**src/rtl/ex_muldiv_ctrl.sv**
```systemverilog
// rtl/ex_muldiv_ctrl.sv - iterative RV32M multiply/divide sequencer for the EX stage
// Shift-add multiplier and restoring divider share one accumulator pair; corner cases bypass iteration.
module ex_muldiv_ctrl #(
  parameter int WIDTH = 32
) (
  input  logic             clk,
  input  logic             rst,
  input  logic             start,
  input  logic [2:0]       op,
  input  logic [WIDTH-1:0] rs1_val,
  input  logic [WIDTH-1:0] rs2_val,
  input  logic             flush,
  output logic             stall_req,
  output logic             busy,
  output logic             done,
  output logic [WIDTH-1:0] result
);

  localparam logic [2:0] OP_MULH   = 3'b001;
  localparam logic [2:0] OP_MULHSU = 3'b010;
  localparam logic [2:0] OP_DIV    = 3'b100;
  localparam logic [2:0] OP_REM    = 3'b110;
  localparam logic [WIDTH-1:0] SMIN = {1'b1, {(WIDTH-1){1'b0}}};

  typedef enum logic [2:0] {S_IDLE, S_MUL, S_DIV, S_FIX, S_DONE} state_t;

  state_t           state;
  logic [2:0]       op_q;
  logic             sign_q;
  logic [5:0]       cnt;
  logic [WIDTH-1:0] acc_hi;
  logic [WIDTH-1:0] acc_lo;
  logic [WIDTH-1:0] opb;

  logic             a_signed, b_signed, a_neg, b_neg, res_sign;
  logic [WIDTH-1:0] a_mag, b_mag;
  logic             div_zero, div_ovf;
  logic [WIDTH-1:0] fast_val;

  always_comb begin
    a_signed = (op == OP_MULH) | (op == OP_MULHSU) | (op == OP_DIV) | (op == OP_REM);
    b_signed = (op == OP_MULH) | (op == OP_DIV) | (op == OP_REM);
    a_neg    = a_signed & rs1_val[WIDTH-1];
    b_neg    = b_signed & rs2_val[WIDTH-1];
    a_mag    = a_neg ? -rs1_val : rs1_val;
    b_mag    = b_neg ? -rs2_val : rs2_val;
    // Remainder takes the dividend's sign; products and quotients the XOR.
    res_sign = (op == OP_REM) ? a_neg : (a_neg ^ b_neg);
    div_zero = op[2] & (rs2_val == '0);
    div_ovf  = op[2] & ~op[0] & (rs1_val == SMIN) & (rs2_val == '1);
    // Overflow quotient equals the dividend (0x80000000), overflow remainder is zero.
    if (op[1]) fast_val = div_zero ? rs1_val : '0;
    else       fast_val = div_zero ? '1 : rs1_val;
  end

  logic [WIDTH:0]     mul_sum;
  logic [WIDTH:0]     div_shift;
  logic [WIDTH:0]     div_diff;
  logic [2*WIDTH-1:0] prod_fix;
  logic [WIDTH-1:0]   div_sel;
  logic [WIDTH-1:0]   div_fix;
  logic [WIDTH-1:0]   fix_val;

  always_comb begin
    mul_sum   = {1'b0, acc_hi} + (acc_lo[0] ? {1'b0, opb} : {(WIDTH+1){1'b0}});
    div_shift = {acc_hi, acc_lo[WIDTH-1]};
    div_diff  = div_shift - {1'b0, opb};
    prod_fix  = sign_q ? -{acc_hi, acc_lo} : {acc_hi, acc_lo};
    div_sel   = op_q[1] ? acc_hi : acc_lo;
    div_fix   = sign_q ? -div_sel : div_sel;
    if (op_q[2])              fix_val = div_fix;
    else if (op_q[1:0] == 2'b00) fix_val = prod_fix[WIDTH-1:0];
    else                      fix_val = prod_fix[2*WIDTH-1:WIDTH];
  end

  always_ff @(posedge clk or posedge rst) begin
    if (rst) begin
      state  <= S_IDLE;
      op_q   <= '0;
      sign_q <= 1'b0;
      cnt    <= '0;
      acc_hi <= '0;
      acc_lo <= '0;
      opb    <= '0;
      result <= '0;
      busy   <= 1'b0;
      done   <= 1'b0;
    end else if (flush) begin
      state <= S_IDLE;
      busy  <= 1'b0;
      done  <= 1'b0;
    end else begin
      case (state)
        S_IDLE: begin
          if (start) begin
            op_q   <= op;
            sign_q <= res_sign;
            cnt    <= '0;
            if (div_zero | div_ovf) begin
              result <= fast_val;
              done   <= 1'b1;
              state  <= S_DONE;
            end else begin
              acc_hi <= '0;
              acc_lo <= a_mag;
              opb    <= b_mag;
              busy   <= 1'b1;
              state  <= op[2] ? S_DIV : S_MUL;
            end
          end
        end
        S_MUL: begin
          acc_hi <= mul_sum[WIDTH:1];
          acc_lo <= {mul_sum[0], acc_lo[WIDTH-1:1]};
          cnt    <= cnt + 6'd1;
          if (cnt == 6'd31) state <= S_FIX;
        end
        S_DIV: begin
          acc_hi <= div_diff[WIDTH] ? div_shift[WIDTH-1:0] : div_diff[WIDTH-1:0];
          acc_lo <= {acc_lo[WIDTH-2:0], ~div_diff[WIDTH]};
          cnt    <= cnt + 6'd1;
          if (cnt == 6'd31) state <= S_FIX;
        end
        S_FIX: begin
          result <= fix_val;
          busy   <= 1'b0;
          done   <= 1'b1;
          state  <= S_DONE;
        end
        S_DONE: begin
          done  <= 1'b0;
          state <= S_IDLE;
        end
        default: begin
          busy  <= 1'b0;
          done  <= 1'b0;
          state <= S_IDLE;
        end
      endcase
    end
  end

  // DONE is left out so the instruction advances with its result.
  assign stall_req = ~rst & ~flush & (busy | ((state == S_IDLE) & start));

endmodule
```
**config.mk**
```make
export PLATFORM = sky130hd
export DESIGN_NAME = ex_muldiv_ctrl
export DESIGN_NICKNAME = d
export VERILOG_FILES = /design/src/rtl/ex_muldiv_ctrl.sv
export SDC_FILE = /design/constraint.sdc
export NUM_CORES = 1
export LEC_CHECK = 0
export CELL_PAD_IN_SITES_DETAIL_PLACEMENT = 1
export CELL_PAD_IN_SITES_GLOBAL_PLACEMENT = 1
export CORE_MARGIN = 2
export CORE_UTILIZATION = 25
export DETAILED_ROUTE_END_ITERATION = 12
export HOLD_SLACK_MARGIN = 0.1
export PLACE_DENSITY_LB_ADDON = 0.05
export REMOVE_ABC_BUFFERS = 1
export SLEW_MARGIN = 20
export SYNTH_ARGS = -nofsm -noshare
export SYNTH_HDL_FRONTEND = slang
export SYNTH_SLANG_ARGS = --single-unit
```
**constraint.sdc**
```tcl
create_clock -name clk -period 5.1 [get_ports clk]
set_input_delay 0.51 -clock clk [delete_from_list [all_inputs] [get_ports clk]]
set_output_delay 0.51 -clock clk [all_outputs]
set_load 0.03 [all_outputs]
```
==> summary.md, run 1 <==
| Metric | Value |
|---|---|
| Post-route DRC | 0 |
| Overall power | 7.74 mW |
| Drt initial violations | 798 |
| Status | finished clean |
| Slew Limit Fails | 0 |
| F_max | 230 MHz |
| Leakage | 6.99 nW |
| Crit path kind | flip-flop to flip-flop |
| Buffers on Ports | 105 |
| Pwr Density | 436 nW/µm² |
| Critical Path Sink Type | flip-flop |
| Min Tclk post-route | 4.35 ns |
| Clk sinks | 143 |
| CP bufs+invs | 2 |
| FILL cells | 7,311 |
| GR Overflow Total | 0 |
| Core Area | 60,100 µm² |
| Clock Skew | 0.0117 ns |
| First-pass GRT wire length | 102 mm |
| Hpwl dp | 51.3 mm |
| Max-Cap Viols | 0 |
| Post-CTS sizing | 0 |
| Synthesis-stage register bit count | 143 |
| Drt pass-1 iters | 5 |
| Largest area contributor in the netlist | dfrtp_1 |
| Worst skew pair latency | 0.50 ns |
| Synth-to-Final Area Change | 17.2% |
| Top delay family on crit path | compound AO/OA/AOI/OAI gates |
| Post-Synthesis Cells | 2,016 |
| Synth warn | 0 |
| CP Max Fanout | 20 |
| Htree depth | 4 |
| TritonCTS clock tree | built |
| Placer Congestion | 0.872 |
| WL final | 66.9 mm |
| Gr usage total | 0.215 |
| Clock transition at path regs | 0.07 ns |
| Post-synthesis sequential area ratio | 0.236 |
| Setup TNS | 0 ns |
| Max transition margin | 0.233 |
| Die Ht | 250 µm |
| Post-synth cell types | 84 |
| Largest net degree at the start of global routing | 85 |
| Per-cell routed wire length | 23.5 µm |
| Final Cycle Share | 0.853 |
| CTS buffer count | 17 |
| Finished Core Util | 0.295 |
| Main flop type after synthesis | dfrtp_1 |
| Total placed cells including tap cells | 2,816 |
| Crit path top cell by count | nor2_1 |
| WP data required | 5.49 ns |
| Initial Util | 0.252 |
| Final hold violations | 0 |
| Die area | 62,500 µm² |
| Die Wd | 250 µm |
| Worst reg-to-reg setup slack | 0.75 ns |
| Ys async rst share | 1.00 |
| # rows | 90 |
| Number of global-route vias before repair | 15,800 |
| RSZ-0062 raised after global routing | no |
| Worst stage delay on the critical path | 0.52 ns |
| Pin slew with the least headroom to its limit | 1.15 ns |
| Cell chain of the critical path | clkinv_1 -> buf_4 -> nor2_1 -> ha_1 -> a21o_1 -> a221oi_1 -> o21ai_0 -> or3b_2 -> o221a_2 -> a41o_1 -> a21oi_1 -> xor2_1 -> nor2_1 -> o22a_1 |
| Via-to-Cell Ratio | 5.35 |
| Crit start category | flip-flop |
| Root buffer cell | clkbuf_16 |
| Share of layout cells above drive strength 1 | 0.0736 |
| Cts hold-fix bufs | 0 |
| Peak supply drop | 236 µV |
| Clock tree buffer depth | 2 |
| Slowest CP cell | clkinv_1 |
| Avg Cell Area, Syn | 7.51 µm² |
| Ant diodes | 0 |
| DR vias | 15,200 |
| Area of the mapped netlist | 15,100 µm² |
| DRT antenna net count | 0 |
| Final nets | 2,196 |
| Post-synth EDFFs | 0 |
| Hold Crit Class | flip-flop to flip-flop |
| Synth top area cells | dfrtp_1 24%, xnor2_1 7.3%, o21ai_0 6.8%, ha_1 5.8%, nand2_1 5.6% |
| Worst EP arrival | 4.74 ns |
| I/O pins | 106 |
| Final non-filler cell total | 2,848 |
| Post-CTS setup buffers | 0 |
| Setup-failing EPs final | 0 |
| Initial antenna violation count | 0 |
| Top-area cell type share of the netlist area | 0.236 |
==> path summary, 6_finish.rpt <==
path | start | to | cells after the start
worst max register to register | acc_lo[0] | acc_hi[28] | 14
worst min register to register | result[10] | result[10] | 2
worst min-delay path | result[10] | result[10] | 2
min in group asynchronous | rst | result[0] | 2
max in group asynchronous | rst | result[24] | 3
worst max-delay path | acc_lo[0] | acc_hi[28] | 14
==> flip-flops by register name, summed over array words and instances (netlist names) <==
name	count
busy	1
state	3
done	1
acc_lo	32
opb	32
op_q	3
cnt	6
result	32
sign_q	1
acc_hi	32
==> layout by cell type, fill, tap and decap left out, types with 17 or more instances in the layout <==
cell,n
nand2_1,226
o21ai_0,206
nor2_1,182
a21oi_1,150
dfrtp_1,141
xnor2_1,124
clkdlybuf4s50_1,105
xor2_1,82
ha_1,70
buf_4,68
inv_1,65
nor3_1,47
o31ai_1,42
mux2i_1,40
nand3_1,35
maj3_1,30
a21o_1,26
a222oi_1,24
a211oi_1,22
nand4_1,20
o41ai_1,20
a31oi_1,19
clkbuf_16,17
==> report_power, final <==
group / switching [mW] / internal (mW)
Sequential: 0.516 / 1.38
Clock: 0.586 / 0.842
Combinational: 2.64 / 1.78
Total: 3.74 / 4.00
==> metrics by stage <==
| step | area [µm²] | hold slack (ns) | setup slack [ns] |
|---|---|---|---|
| after floorplan | 14500 | 0.471 | 0.397 |
| after global placement | 17100 | 0.463 | 0.706 |
| after detailed placement | 17100 | 0.472 | 0.642 |
| after CTS | 17700 | 0.487 | 0.647 |
| after global routing | 17700 | 0.506 | 0.471 |
| final | 17700 | 0.479 | 0.748 |
==> Yosys cell counts (12+ instances only) <==
cell type	instances
buf_2	19
nor2_1	184
a21o_1	26
maj3_1	30
nand2_1	227
mux2i_1	40
o21ai_0	206
a22oi_1	12
ha_1	70
inv_1	66
nand3_1	35
xor2_1	82
a222oi_1	24
dfrtp_1	143
or4_1	13
a221oi_1	16
xnor2_1	126
a211oi_1	22
a31oi_1	19
o21a_1	14
nor4_1	16
nor3_1	47
o41ai_1	20
clkbuf_1	120
and3_1	12
or3_1	16
o21bai_1	14
o211ai_1	13
o31ai_1	42
a21oi_1	150
nand4_1	20
nand2b_1	16
==> logic make-up (layout without fill, tap and decap cells) <==
family | after synthesis | count (layout) | share of synthesized area
mux | 47 | 47 | 0.0318
flops | 143 | 143 | 0.236
fa+ha+maj | 102 | 102 | 0.0803
buf+inv | 226 | 276 | 0.0609
simple gates | 645 | 645 | 0.200
compound gates | 645 | 645 | 0.270
xor+xnor | 208 | 208 | 0.120
==> final cells by class <==
cell class,instances,area [µm²],share of cell area
multi-input combinational,1647,10700,0.602
sequential,143,3580,0.202
timing repair buffer,175,1600,0.0903
tap,782,978,0.0552
clock buffer,19,453,0.0255
inverter,69,265,0.0150
clock inverter,13,188,0.0106
==> layer usage <==
metal	wire [µm]	GRT usage	up-vias	share of wire
met5	0	0	-	0
met4	1410	0.0611	0	0.021
met3	1640	0.0289	58	0.024
met2	32400	0.374	219	0.48
met1	31400	0.278	7600	0.47
li1	-	-	7360	-
==> tightest hold or removal path, stage by stage (launching register included) <==
cell and delay, ns:
dfrtp_1 0.34, nand2_1 0.05, o21ai_0 0.06
No activity file was read; power rests on OpenSTA's default activity.
==> run 2, diff against run 1 <==
Settings changed: GPL_TIMING_DRIVEN set to 0.
==> run 2 against run 1 <==
  * Total power is 2.4% lower
  * Non-clock buffer count is 47 lower
  * Critical path depth down 1
  * Routed wire length down 2.7%
  * Critical endpoint is now result[15]
==> summary.md, run 2 (same netlist as run 1, synthesis figures left out) <==
| Metric | Value |
|---|---|
| Clk sinks | 143 (unchanged) |
| Commonest non-fill, non-tap cell in the layout | nand2_1 |
| Leakage | 6.82 nW (-2.4%) |
| F_max | 208 MHz (-9.5%) |
| Synth-to-Final Area Change | 16.4% |
| Critical Path Sink Type | flip-flop |
| Hold Crit Class | primary input to async pin |
| Net Switching | 3.70 mW (-0.99%) |
| CP Max Fanout | 29 (+45%) |
| Sw frac | 0.490 (+0.00671) |
| # rows | 90 (unchanged) |
| Die Ht | 250 µm (unchanged) |
| Final Cycle Share | 0.943 (+0.0898) |
| Total placed cells including tap cells | 2,769 (-1.7%) |
| Ant diodes | 0 (unchanged) |
| Clk pwr share | 0.176 (-0.009) |
| Final non-filler cell total | 2,801 (-1.7%) |
| Post-route cell area | 17,600 µm² (-0.64%) |
| Via-to-Cell Ratio | 5.38 (+0.48%) |
| Placer Congestion | 0.818 (-6.3%) |
| Drt pass-1 iters | 5 (unchanged) |
| Post-route DRC | 0 (unchanged) |
| Worst skew pair latency | 0.50 ns (about the same) |
| Buffers on Ports | 105 (unchanged) |
| Final hold violations | 0 (unchanged) |
| Overall power | 7.56 mW (-2.4%) |
| Final nets | 2,149 (-2.1%) |
| Hpwl dp | 49.7 mm (-3.3%) |
| Most frequent cells in the layout | 226 x nand2_1, 206 x o21ai_0, 180 x nor2_1, 150 x a21oi_1, 138 x dfrtp_1 |
| DR vias | 15,100 (-1.2%) |
| Htree depth | 4 (unchanged) |
| DRT antenna net count | 0 (unchanged) |
| Status | finished clean |
| Root buffer cell | clkbuf_16 |
| RSZ-0062 raised after global routing | no |
| First-pass GRT wire length | 100 mm (-1.2%) |
| Clock transition at path regs | 0.07 ns (about the same) |
| Reg power frac | 0.265 (+0.020) |
| Clock Skew | 0.0162 ns (+0.00452 ns) |
| Die Wd | 250 µm (unchanged) |
| Pint | 3.85 mW (-3.6%) |
| Crit path kind | primary input to flip-flop |
| WL final | 65.1 mm (-2.7%) |
| TritonCTS clock tree | built |
| Share of layout cells above drive strength 1 | 0.0575 (-0.0161) |
| Finished Core Util | 0.293 (-0.00189) |
| Slew Limit Fails | 0 (unchanged) |
| CTS buffer count | 17 (unchanged) |
| Cts hold-fix bufs | 0 (unchanged) |
| Comb pwr share | 0.560 (-0.011) |
| Die area | 62,500 µm² (unchanged) |
| Pwr Density | 429 nW/µm² (-1.7%) |
| Clock tree buffer depth | 2 (unchanged) |
| Setup-failing EPs final | 0 (unchanged) |
| Gr usage total | 0.210 (-0.00458) |
| Max-Cap Viols | 0 (unchanged) |
| Largest net degree at the start of global routing | 50 (-41%) |
| Crit start category | primary input |
| Initial antenna violation count | 1 (+1) |
| Initial Util | 0.252 (unchanged) |
| Min Tclk post-route | 4.81 ns (+0.458 ns) |
| Area after DPL | 17,000 µm² (-0.42%) |
| Worst EP arrival | 5.18 ns (+0.44 ns) |
| Per-cell routed wire length | 23.2 µm (-1.1%) |
| Peak supply drop | 290 µV (+23%) |
| Number of global-route vias before repair | 15,600 (-1.6%) |
| WHS | 0.435 ns (-0.0440 ns) |
| Pin slew with the least headroom to its limit | 1.07 ns (-0.0793 ns) |
| Max transition margin | 0.279 (+0.0462) |
| GR Overflow Total | 0 (unchanged) |
| I/O pins | 106 (unchanged) |
| Core Area | 60,100 µm² (unchanged) |
| WP data required | 5.47 ns (-0.02 ns) |
| Drt initial violations | 861 (+7.9%) |
[run 2: worst paths after layout]
| kind | startpoint | to | slack (ns) | depth (start not counted) |
|---|---|---|---|---|
| min in group clk | result[12] | result[12] | 0.48 | 2 |
| hold / removal | rst | cnt[1] | 0.43 | 2 |
| max in group asynchronous | rst | acc_lo[20] | 4.03 | 3 |
| hold reg to reg | result[12] | result[12] | 0.48 | 2 |
| setup reg to reg | acc_lo[31] | acc_hi[9] | 0.44 | 15 |
| setup / recovery | rs2_val[6] | result[15] | 0.29 | 13 |
[run 2: final cells by class]
type                    count  area (µm²)
repair buffers            128        1490
multi-input cells        1647       10700
well taps                 782         978
flip-flops and latches    143        3590
clock buffers              19         433
fillers                  7241       42500
clock inverters            13         141
inverters                  69         269
[run 2: metal layers]
| metal | share of wire | GRT usage |
|---|---|---|
| met5 | 0 | 0 |
| met3 | 0.027 | 0.0298 |
| met1 | 0.48 | 0.278 |
| met4 | 0.018 | 0.0541 |
| met2 | 0.48 | 0.360 |
[run 2: worst max-delay path, stage by stage]
cell             delay (ns)
clkdlybuf4s50_1        0.51
or4_1                  0.60
or3_1                  0.37
or4_4                  0.48
or3_4                  0.43
o31a_4                 0.19
o21ai_2                0.19
nand2_2                0.36
buf_16                 0.33
clkinv_2               0.33
nand2_2                0.33
a211oi_1               0.42
nor3_1                 0.08
[run 2: timing repair]
item / in CTS / in global routing
setup buffers: 0 / 0
resized for setup: 1 / 3
pin swaps: 0 / 0
endpoints found under the setup margin: 2 / 5
[run 2: power by group through the flow]
stage	Sequential, mW	Clock, mW	Combinational, mW
final	2.00	1.33	4.23
after global routing	2.06	1.41	4.73
after CTS	2.00	1.38	4.26
after detailed placement	2.02	0	4.23
after global placement	2.07	0	4.07
after floorplan	1.89	0	2.86
[run 2: metrics by stage]
step                      TNS [ns]  setup slack (ns)
after floorplan                  0             0.397
after global placement     -425.21             -2.24
after detailed placement     -1.98            -0.489
after CTS                        0            0.0539
after global routing             0            0.0831
final                            0             0.290
==> run 3, diff against run 2 <==
Settings changed: GPL_TIMING_DRIVEN 0 to not set, PLACE_DENSITY set to 0.55, PLACE_DENSITY_LB_ADDON 0.05 to not set.
==> run 3 against run 2 <==
  * Via count increased by 2.9%
  * Register-to-register slack better by 0.35 ns
  * Flip-flop and latch count unchanged
  * Highest routed layer unchanged
  * First-iteration DRC count increased by 8.8%
==> summary.md, run 3 (same netlist as run 1, synthesis figures left out) <==
| Metric | Value |
|---|---|
| Status | finished clean |
| Ant diodes | 0 (unchanged) |
| Post-CTS setup buffers | 0 (unchanged) |
| Setup TNS | 0 ns (unchanged) |
| Drt initial violations | 937 (+8.8%) |
| Clock transition at path regs | 0.06 ns (about the same) |
| Multi-input gate area | 10,700 µm² (-0.36%) |
| Crit start category | flip-flop |
| GR Overflow Total | 0 (unchanged) |
| Crit path kind | flip-flop to flip-flop |
| I/O pins | 106 (unchanged) |
| Sequential cell area | 3580 µm² (-0.24%) |
| Gr usage total | 0.200 (-0.0102) |
| Busiest grt layer | met2 |
| Die Wd | 250 µm (unchanged) |
| Slew Limit Fails | 0 (unchanged) |
| # rows | 90 (unchanged) |
| Leakage | 6.91 nW (+1.3%) |
| Comb pwr share | 0.578 (+0.018) |
| Max-Cap Viols | 0 (unchanged) |
| Final nets | 2,187 (+1.8%) |
| Hpwl dp | 47.5 mm (-4.4%) |
| Placer Congestion | 0.895 (+9.4%) |
| Via-to-Cell Ratio | 5.46 (+1.6%) |
| Worst skew pair latency | 0.50 ns (about the same) |
| Met2 Track Usage GR | 0.332 (-0.0281) |
| Core Area | 60,100 µm² (unchanged) |
| Initial Util | 0.252 (unchanged) |
| First-pass GRT wire length | 97.0 mm (-3.3%) |
| Post-CTS sizing | 0 (-1) |
| Setup-failing EPs final | 0 (unchanged) |
| Number of global-route vias before repair | 16,000 (+2.8%) |
| Critical Path Sink Type | flip-flop |
| Met1 usage | 0.264 (-0.0136) |
| Pwr Density | 431 nW/µm² (+0.53%) |
| RSZ-0062 raised after global routing | no |
| Peak supply drop | 213 µV (-26%) |
| Clock Skew | 0.0119 ns (-0.00437 ns) |
| DR vias | 15,500 (+2.9%) |
| Final Cycle Share | 0.846 (-0.0973) |
| Min Tclk post-route | 4.31 ns (-0.496 ns) |
| Post-route DRC | 0 (unchanged) |
| Clock tree buffer depth | 2 (unchanged) |
| Hold Crit Class | flip-flop to flip-flop |
| Per-cell routed wire length | 22.1 µm (-5.0%) |
| F_max | 232 MHz (+12%) |
| Initial antenna violation count | 1 (unchanged) |
| FILL cells | 7,315 (+1.0%) |
| Root buffer cell | clkbuf_16 |
| Largest net degree at the start of global routing | 88 (+76%) |
| DRT antenna net count | 0 (unchanged) |
| Die Ht | 250 µm (unchanged) |
| Synth-to-Final Area Change | 16.3% (about the same) |
| Sw frac | 0.486 (-0.00443) |
| WP data required | 5.48 ns (about the same) |
| CP Max Fanout | 20 (-31%) |
| CTS buffer count | 17 (unchanged) |
| Clk sinks | 143 (unchanged) |
| Final hold violations | 0 (unchanged) |
| TritonCTS clock tree | built |
| Htree depth | 4 (unchanged) |
| Commonest non-fill, non-tap cell in the layout | nand2_1 |
| WL final | 62.6 mm (-3.8%) |
| Most frequent cells in the layout | 226 x nand2_1, 206 x o21ai_0, 182 x nor2_1, 150 x a21oi_1, 141 x dfrtp_1 |
| Clk pwr share | 0.173 (-0.003) |
| Buffers on Ports | 105 (unchanged) |
| Cts hold-fix bufs | 0 (unchanged) |
| Share of layout cells above drive strength 1 | 0.0686 (+0.0111) |
| Final non-filler cell total | 2,838 (+1.3%) |
| Pin slew with the least headroom to its limit | 1.04 ns (-0.0286 ns) |
| Reg power frac | 0.248 (-0.017) |
| Drt pass-1 iters | 6 (+1) |
| Total placed cells including tap cells | 2,807 (+1.4%) |
| Max transition margin | 0.298 (+0.0192) |
| Worst EP arrival | 4.69 ns (-0.49 ns) |
| Met3 usage | 0.0255 (-0.00436) |
| Pint | 3.91 mW (+1.3%) |
| Die area | 62,500 µm² (unchanged) |
| Net Switching | 3.69 mW (-0.45%) |
-- run 3: cell types whose count changed in the layout (fill, tap and decap cells not counted), sizes merged --
cell	change
buf	+38
clkbuf	+2
clkinv	-3
clkinvlp	+1
inv	-1
-- run 3: final timing paths --
path,cells past startpoint,endpoint,from,slack [ns]
max in group asynchronous,3,acc_lo[9],rst,3.53
hold / removal,2,result[11],result[11],0.48
hold reg to reg,2,result[11],result[11],0.48
setup / recovery,13,acc_hi[31],acc_lo[0],0.79
setup reg to reg,13,acc_hi[31],acc_lo[0],0.79
min in group asynchronous,2,cnt[0],rst,0.60
-- run 3: area by class of cell --
| cell class | count | area share |
|---|---|---|
| inverter | 69 | 0.0151 |
| tap | 782 | 0.0556 |
| timing repair buffer | 166 | 0.0864 |
| sequential | 143 | 0.203 |
| clock inverter | 10 | 0.00647 |
| multi-input combinational | 1647 | 0.606 |
| clock buffer | 21 | 0.0267 |
-- run 3: power groups by stage --
stage	combinational, mW	sequential (mW)	clock (mW)
CTS	4.38	1.88	1.36
global route	4.86	1.93	1.39
finish	4.39	1.88	1.32
floorplan	2.86	1.89	0
detailed placement	4.36	1.90	0
global placement	4.29	1.89	0
-- run 3: worst max-delay path, cell delays in order (launching register included) --
cell      delay, ns
dfrtp_1        0.35
clkinv_1       0.55
nor2_1         0.26
ha_1           0.32
a211oi_1       0.31
o211a_1        0.27
o21ai_0        0.25
a31o_2         0.33
a21oi_1        0.35
o21ai_0        0.25
a31oi_1        0.29
o21ai_0        0.15
a21o_1         0.20
a221o_1        0.30
-- run 3: per-stage QoR --
stage | util | power, mW | worst slack, ns | hold WS, ns | cell area [µm²]
3_3_place_gp | 0.283 | 6.18 | 0.794 | 0.462 | 17000
6_report | 0.293 | 7.59 | 0.787 | 0.481 | 17600
2_1_floorplan | - | 4.75 | 0.397 | 0.471 | 14500
5_1_grt | 0.293 | 8.18 | 0.476 | 0.520 | 17600
4_1_cts | 0.293 | 7.62 | 0.759 | 0.486 | 17600
3_5_place_dp | 0.283 | 6.26 | 0.713 | 0.472 | 17000
-- run 3: layer usage --
layer / wire, µm / vias to the layer above
li1: - / 7344
met1: 29100 / 7672
met2: 29300 / 377
met3: 2250 / 103
met4: 2020 / 0
met5: 0 / -
